File: src/rtl/seven_segment_scan.sv
// Multiplexed seven-segment scanner: stb/ack value intake, per-digit dwell with blanking gap,
// and frame-boundary display updates. Optional macro LEADING_ZERO_BLANK_EN blanks leading zeros.
module seven_segment_scan #(
    parameter int         DIGITS       = 8,
    parameter int         SCAN_DIV     = 100000,
    parameter int         BLANK_CYCLES = 2,
    parameter logic [7:0] DP_MASK      = 8'h00,
    parameter bit         ACTIVE_LOW   = 1'b1
) (
    input  logic              clk,
    input  logic              rst,
    input  logic [31:0]       input_value,
    input  logic              input_value_stb,
    output logic              input_value_ack,
    output logic [DIGITS-1:0] output_annode,
    output logic [7:0]        output_cathode
);

    localparam int PRE_W = $clog2(SCAN_DIV);
    localparam int IDX_W = (DIGITS > 1) ? $clog2(DIGITS) : 1;
    localparam int DW    = 4 * DIGITS;

    localparam logic [PRE_W-1:0]  PRE_LAST  = PRE_W'(SCAN_DIV - 1);
    localparam logic [PRE_W-1:0]  BLANK_LIM = PRE_W'(BLANK_CYCLES);
    localparam logic [IDX_W-1:0]  IDX_LAST  = IDX_W'(DIGITS - 1);
    localparam logic [DIGITS-1:0] ANODE_OFF = ACTIVE_LOW ? '1 : '0;
    localparam logic [7:0]        CATH_OFF  = ACTIVE_LOW ? 8'hFF : 8'h00;

    // Handshake: a transfer happens on a clock edge where stb && ack; stb is held until ack,
    // ack is high for exactly one cycle, and no new ack is issued while a value is pending.
    typedef enum logic [1:0] {
        S_IDLE    = 2'b00,
        S_ACK     = 2'b01,
        S_PENDING = 2'b10
    } hs_state_t;

    hs_state_t         state, state_next;
    logic              pending;
    logic [PRE_W-1:0]  prescaler;
    logic [IDX_W-1:0]  idx;
    logic [DW-1:0]     shadow;
    logic [DW-1:0]     display;
    logic              dwell_wrap;
    logic              frame_wrap;
    logic [3:0]        nibble;
    logic              dp;
    logic [6:0]        seg;
    logic [DIGITS-1:0] annode_d;
    logic [7:0]        cathode_d;

    function automatic logic [6:0] hex_to_seg(input logic [3:0] n);
        case (n)
            4'h0: hex_to_seg = 7'h3F;
            4'h1: hex_to_seg = 7'h06;
            4'h2: hex_to_seg = 7'h5B;
            4'h3: hex_to_seg = 7'h4F;
            4'h4: hex_to_seg = 7'h66;
            4'h5: hex_to_seg = 7'h6D;
            4'h6: hex_to_seg = 7'h7D;
            4'h7: hex_to_seg = 7'h07;
            4'h8: hex_to_seg = 7'h7F;
            4'h9: hex_to_seg = 7'h6F;
            4'hA: hex_to_seg = 7'h77;
            4'hB: hex_to_seg = 7'h7C;
            4'hC: hex_to_seg = 7'h39;
            4'hD: hex_to_seg = 7'h5E;
            4'hE: hex_to_seg = 7'h79;
            default: hex_to_seg = 7'h71;
        endcase
    endfunction

    assign dwell_wrap = (prescaler == PRE_LAST);
    assign frame_wrap = dwell_wrap && (idx == IDX_LAST);

    always_ff @(posedge clk or negedge rst) begin
        if (!rst) state <= S_IDLE;
        else      state <= state_next;
    end

    always_comb begin
        state_next = state;
        case (state)
            S_IDLE:    if (input_value_stb) state_next = S_ACK;
            S_ACK:     state_next = input_value_stb ? S_PENDING : S_IDLE;
            S_PENDING: if (frame_wrap) state_next = S_IDLE;
            default:   state_next = S_IDLE;
        endcase
    end

    always_comb begin
        input_value_ack = (state == S_ACK);
        pending         = (state == S_PENDING);
    end

    always_ff @(posedge clk or negedge rst) begin
        if (!rst) begin
            prescaler <= '0;
            idx       <= '0;
            shadow    <= '0;
            display   <= '0;
        end else begin
            prescaler <= dwell_wrap ? '0 : prescaler + 1'b1;
            if (dwell_wrap) idx <= (idx == IDX_LAST) ? '0 : idx + 1'b1;
            if (input_value_ack && input_value_stb) shadow <= input_value[DW-1:0];
            // The shown frame only changes as the scan restarts at digit 0.
            if (frame_wrap && pending) display <= shadow;
        end
    end

    always_comb begin
        nibble = '0;
        dp     = 1'b0;
        for (int k = 0; k < DIGITS; k++) begin
            if (k == int'(idx)) begin
                nibble = display[4*k +: 4];
                dp     = DP_MASK[k];
            end
        end
        seg = hex_to_seg(nibble);
`ifdef LEADING_ZERO_BLANK_EN
        if ((idx != '0) && ((display >> (4 * int'(idx))) == '0)) seg = '0;
`endif
        for (int k = 0; k < DIGITS; k++) begin
            annode_d[k] = (prescaler >= BLANK_LIM) && (k == int'(idx));
        end
        cathode_d = {dp, seg};
        if (ACTIVE_LOW) begin
            annode_d  = ~annode_d;
            cathode_d = ~cathode_d;
        end
    end

    always_ff @(posedge clk or negedge rst) begin
        if (!rst) begin
            output_annode  <= ANODE_OFF;
            output_cathode <= CATH_OFF;
        end else begin
            output_annode  <= annode_d;
            output_cathode <= cathode_d;
        end
    end

endmodule

File: config.mk
export PLATFORM = sky130hd
export DESIGN_NAME = seven_segment_scan
export DESIGN_NICKNAME = d
export VERILOG_FILES = /design/src/rtl/seven_segment_scan.sv
export SDC_FILE = /design/constraint.sdc
export NUM_CORES = 1
export LEC_CHECK = 0
export CORE_ASPECT_RATIO = 1.1
export CORE_MARGIN = 1.5
export CORE_UTILIZATION = 40
export DETAILED_ROUTE_END_ITERATION = 8
export GPL_TIMING_DRIVEN = 0
export HOLD_SLACK_MARGIN = 0.05
export SYNTH_ARGS = -nofsm -noshare
export SYNTH_HDL_FRONTEND = slang
export SYNTH_SLANG_ARGS = --single-unit
File: constraint.sdc
create_clock -name clk -period 2.83 [get_ports clk]
set_input_delay 0.283 -clock clk [delete_from_list [all_inputs] [get_ports clk]]
set_output_delay 0.283 -clock clk [all_outputs]
set_load 0.02 [all_outputs]
==> results.py <==
metrics = {
    "timing": {
        "slew_viol_final": 0,
        "relSlewSlack_pct": 57.00,
        "setup_slack_ns": 0.1089,
        "finalCritPeriodShare_pct": 96.15,
        "finalHoldViolCount": 0,
        "period_minus_slack_ns": 2.721,
        "setup_viol": 0,
        "worstMarginPinSlew_ns": 0.6450,
        "rsz0062_at_grt": "yes",
        "fin_skew_ns": 0.008018,
        "fmax_mhz": 367.5,
    },
    "power": {
        "ir_drop_mv": 0.3148,
        "p_leak_nw": 2.430,
        "pwr-share-clk_pct": 33.7,
        "comb_power_share_pct": 12.4,
        "p_switching_w": 0.0007884,
        "pwr-share-seq_pct": 53.9,
        "powerDensity_nw_per_um2": 597.2,
        "power_w": 0.003368,
        "p_sw_share_pct": 23.40,
        "p_int_w": 0.002580,
    },
    "global_routing": {
        "antenna_found_initial": 0,
        "use_met2_pct": 24.92,
        "grt_max_degree": 54,
        "grtUsageTotal_pct": 15.34,
        "top_usage_layer": "met2",
        "overflow": 0,
        "grt_pass1_wl_mm": 14.45,
        "met3_usage_pct": 2.834,
        "grt_pass1_vias": 2947,
        "met1_usage_pct": 20.26,
    },
    "hold_path": {
        "worstHoldEndpoint": "state[0]$_DFFE_PN0P_",
        "hold_path.class": "flip-flop to flip-flop",
        "hold_depth": 1,
        "hold_start": "state[1]$_DFFE_PN0P_",
    },
    "logic_synthesis": {
        "netlist_area_sq_um": 4581,
        "ys_types": 47,
        "postSynthCellCount": 373,
        "synth_adder_area_share_pct": 4.097,
        "syn-num-nets": 423,
        "synthArstFlopShare_pct": 100.0,
        "yosysSeqAreaShare_pct": 55.59,
        "yosys-mux-area-fraction_pct": 17.34,
        "synth-edff-count": 0,
        "synth-seq-cells": 101,
        "synth_compound_area_share_pct": 6.501,
        "synth_xor_area_share_pct": 2.677,
        "syn_avg_cell_area_sq_um": 12.28,
        "yosysWarnings": 0,
        "synth_top_family_by_area": "multiplexers",
        "synthSimpleGateAreaFrac_pct": 10.08,
        "synthFlopType": "dfrtp_1",
    },
    "routing": {
        "first_pass_iters": 4,
        "antenna_left": 0,
        "vias": 2961,
        "wire_per_inst_um": 14.66,
        "drtIter0Drc": 99,
        "remaining_drc_errors": 0,
        "wl_mm": 8.618,
        "via_per_inst": 5.036,
    },
    "setup_path": {
        "crit_path_max_incr_delay_ns": 0.45,
        "rr_startpoint": "idx[0]$_DFFE_PN0N_",
        "startpoint_type": "flip-flop",
        "crit_arrival_ns": 2.98,
        "setup.worst_path.end_class": "flip-flop",
        "worstPathCellList": "ha_1 > ha_1 > buf_6 > nor2_2 > a21boi_2 > a211oi_2 > o31ai_2 > inv_2 > ha_1 > mux4_2",
        "r2r_cells": 10,
        "cp.required_ns": 3.09,
        "crit_type": "flip-flop to flip-flop",
        "cp_slowest_cell": "mux4_2",
        "r2r-end": "output_cathode[3]$_DFF_PN1_",
        "cp_max_fo": 10,
        "crit_path_frequent_cell": "ha_1",
        "r2r_slack_ns": 0.11,
    },
    "finish": {
        "n_antenna_cell": 0,
        "final_cell_mix": "dfrtp_1, mux2_2, clkdlybuf4s50_1",
        "final_nets": 486,
        "mostFrequentLayoutCell": "dfrtp_1",
        "fill_cells": 1010,
        "drive_gt1_share_pct": 29.25,
        "fin_util_pct": 51.00,
        "synthToLayoutAreaGrowth_pct": 23.14,
    },
    "clock_network": {
        "cts_tree": "done",
        "root_buffer": "clkbuf_16",
        "clk_latency_ns": 0.34,
        "htree_levels": 3,
        "numCtsBuffers": 9,
        "clk_pin_slew_ns": 0.07,
        "clockBufferDepth": 2,
        "cts.sinks": 101,
    },
    "floorplan": {
        "dieArea_sq_um": 12100,
        "rows": 40,
        "die_width_um": 105.0,
        "initial_core_util_pct": 41.41,
        "boundaryPins": 52,
        "core_sq_um": 11060,
        "die_h_um": 115.2,
    },
    "placement": {
        "place.gp.congestion": 0.7994,
        "place_hpwl_mm": 6.306,
        "post-place-ws_ns": -0.5819,
        "io_buffers": 50,
    },
    "status": {
        "status": "finished clean",
    },
    "job": {
        "max_cap_violations": 0,
    },
}
registers in the layout, indices dropped and copies added (netlist names):
register        count
shadow             32
prescaler          17
state               2
idx                 3
output_cathode      7
display            32
output_annode       8
cell usage after synthesis (5+ instances only):
cell | number | area [sq um]
mux2_2 | 65 | 732.0
nor2_1 | 16 | 60.06
nand3_1 | 11 | 55.05
clkbuf_1 | 7 | 26.28
xor2_1 | 5 | 43.79
dfrtp_1 | 86 | 2152
nand2_1 | 32 | 120.1
ha_1 | 15 | 187.7
inv_1 | 15 | 56.30
buf_2 | 7 | 35.03
xnor2_1 | 9 | 78.83
a21oi_1 | 13 | 65.06
o21ai_0 | 10 | 50.05
dfstp_2 | 15 | 394.1
cell type report:
type	instances	area [sq um]	share of cell area [%]
plain buffers	18	110.1	1.952
inverters	15	56.30	0.9982
clock inverters	6	38.79	0.6877
well taps	147	183.9	3.261
flip-flops and latches	101	2546	45.14
multi-input cells	237	1916	33.96
repair buffers	54	550.5	9.760
clock buffers	10	239.0	4.237
power groups by stage:
stage / clock, W / sequential (W) / combinational [W]
6_report: 0.00114 / 0.00182 / 0.000417
5_1_grt: 0.00124 / 0.00186 / 0.000459
4_1_cts: 0.00118 / 0.00182 / 0.000428
3_5_place_dp: 0 / 0.00185 / 0.000425
3_3_place_gp: 0 / 0.00184 / 0.000405
2_1_floorplan: 0 / 0.00179 / 0.000299
layer usage:
layer | vias to the layer above | wire length, um | part of all wire, %
li1 | 1426 | - | -
met1 | 1478 | 4030 | 47
met2 | 44 | 4190 | 49
met3 | 13 | 256 | 3.0
met4 | 0 | 140 | 1.6
met5 | - | 0 | 0
worst max-delay path by stage:
stage                             from                     endpoint  slack [ns]  cells past startpoint
finish              idx[0]$_DFFE_PN0N_  output_cathode[3]$_DFF_PN1_        0.11                     10
floorplan           idx[0]$_DFFE_PN0N_  output_cathode[3]$_DFF_PN1_        0.03                     10
global placement                   rst       shadow[18]$_DFFE_PN0P_       -2.30                      1
global route        idx[1]$_DFFE_PN0N_  output_cathode[3]$_DFF_PN1_      -0.002                     11
CTS                 idx[0]$_DFFE_PN0N_  output_cathode[3]$_DFF_PN1_       0.006                     11
detailed placement  idx[0]$_DFFE_PN0N_  output_cathode[3]$_DFF_PN1_       -0.58                     10
critical path, delay by kind of cell, from the launching register on:
family                   cells  cell delay, ns
adder cells (fa/ha/maj)      3            0.76
AO/OA/AOI/OAI                3            0.64
multiplexers                 1            0.45
flip-flops                   1            0.41
buffers and inverters        2            0.25
AND/OR/NAND/NOR              1            0.14
kinds of logic after synthesis:
logic type	count (synthesis)
buffers and inverters	35
other	1
multiplexers	70
AND/OR/NAND/NOR	92
XOR/XNOR	14
flip-flops	101
AO/OA/AOI/OAI	45
adder cells (fa/ha/maj)	15
stage by stage:
| step | hold WS [ns] | TNS, ns | std cells | instance area [sq um] |
|---|---|---|---|---|
| final | 0.4717 | 0 | 588 | 5640 |
| after global routing | 0.5054 | -0.001912 | 588 | 5640 |
| after CTS | 0.4723 | 0 | 589 | 5614 |
| after detailed placement | 0.3562 | -2.397 | 571 | 5290 |
| after global placement | 0.4527 | -215.10 | 570 | 5265 |
| after floorplan | -0.01259 | 0 | 373 | 4581 |
what timing repair did:
item / 4_1_cts / 5_1_grt
hold endpoints to repair: 40 / 0
buffers inserted: 2 / 0
pin swaps: 2 / 3
setup endpoints to repair: 7 / 5
hold buffers: 1 / 0
gates resized for setup: 7 / 10
No activity file was read; power rests on OpenSTA's default activity.
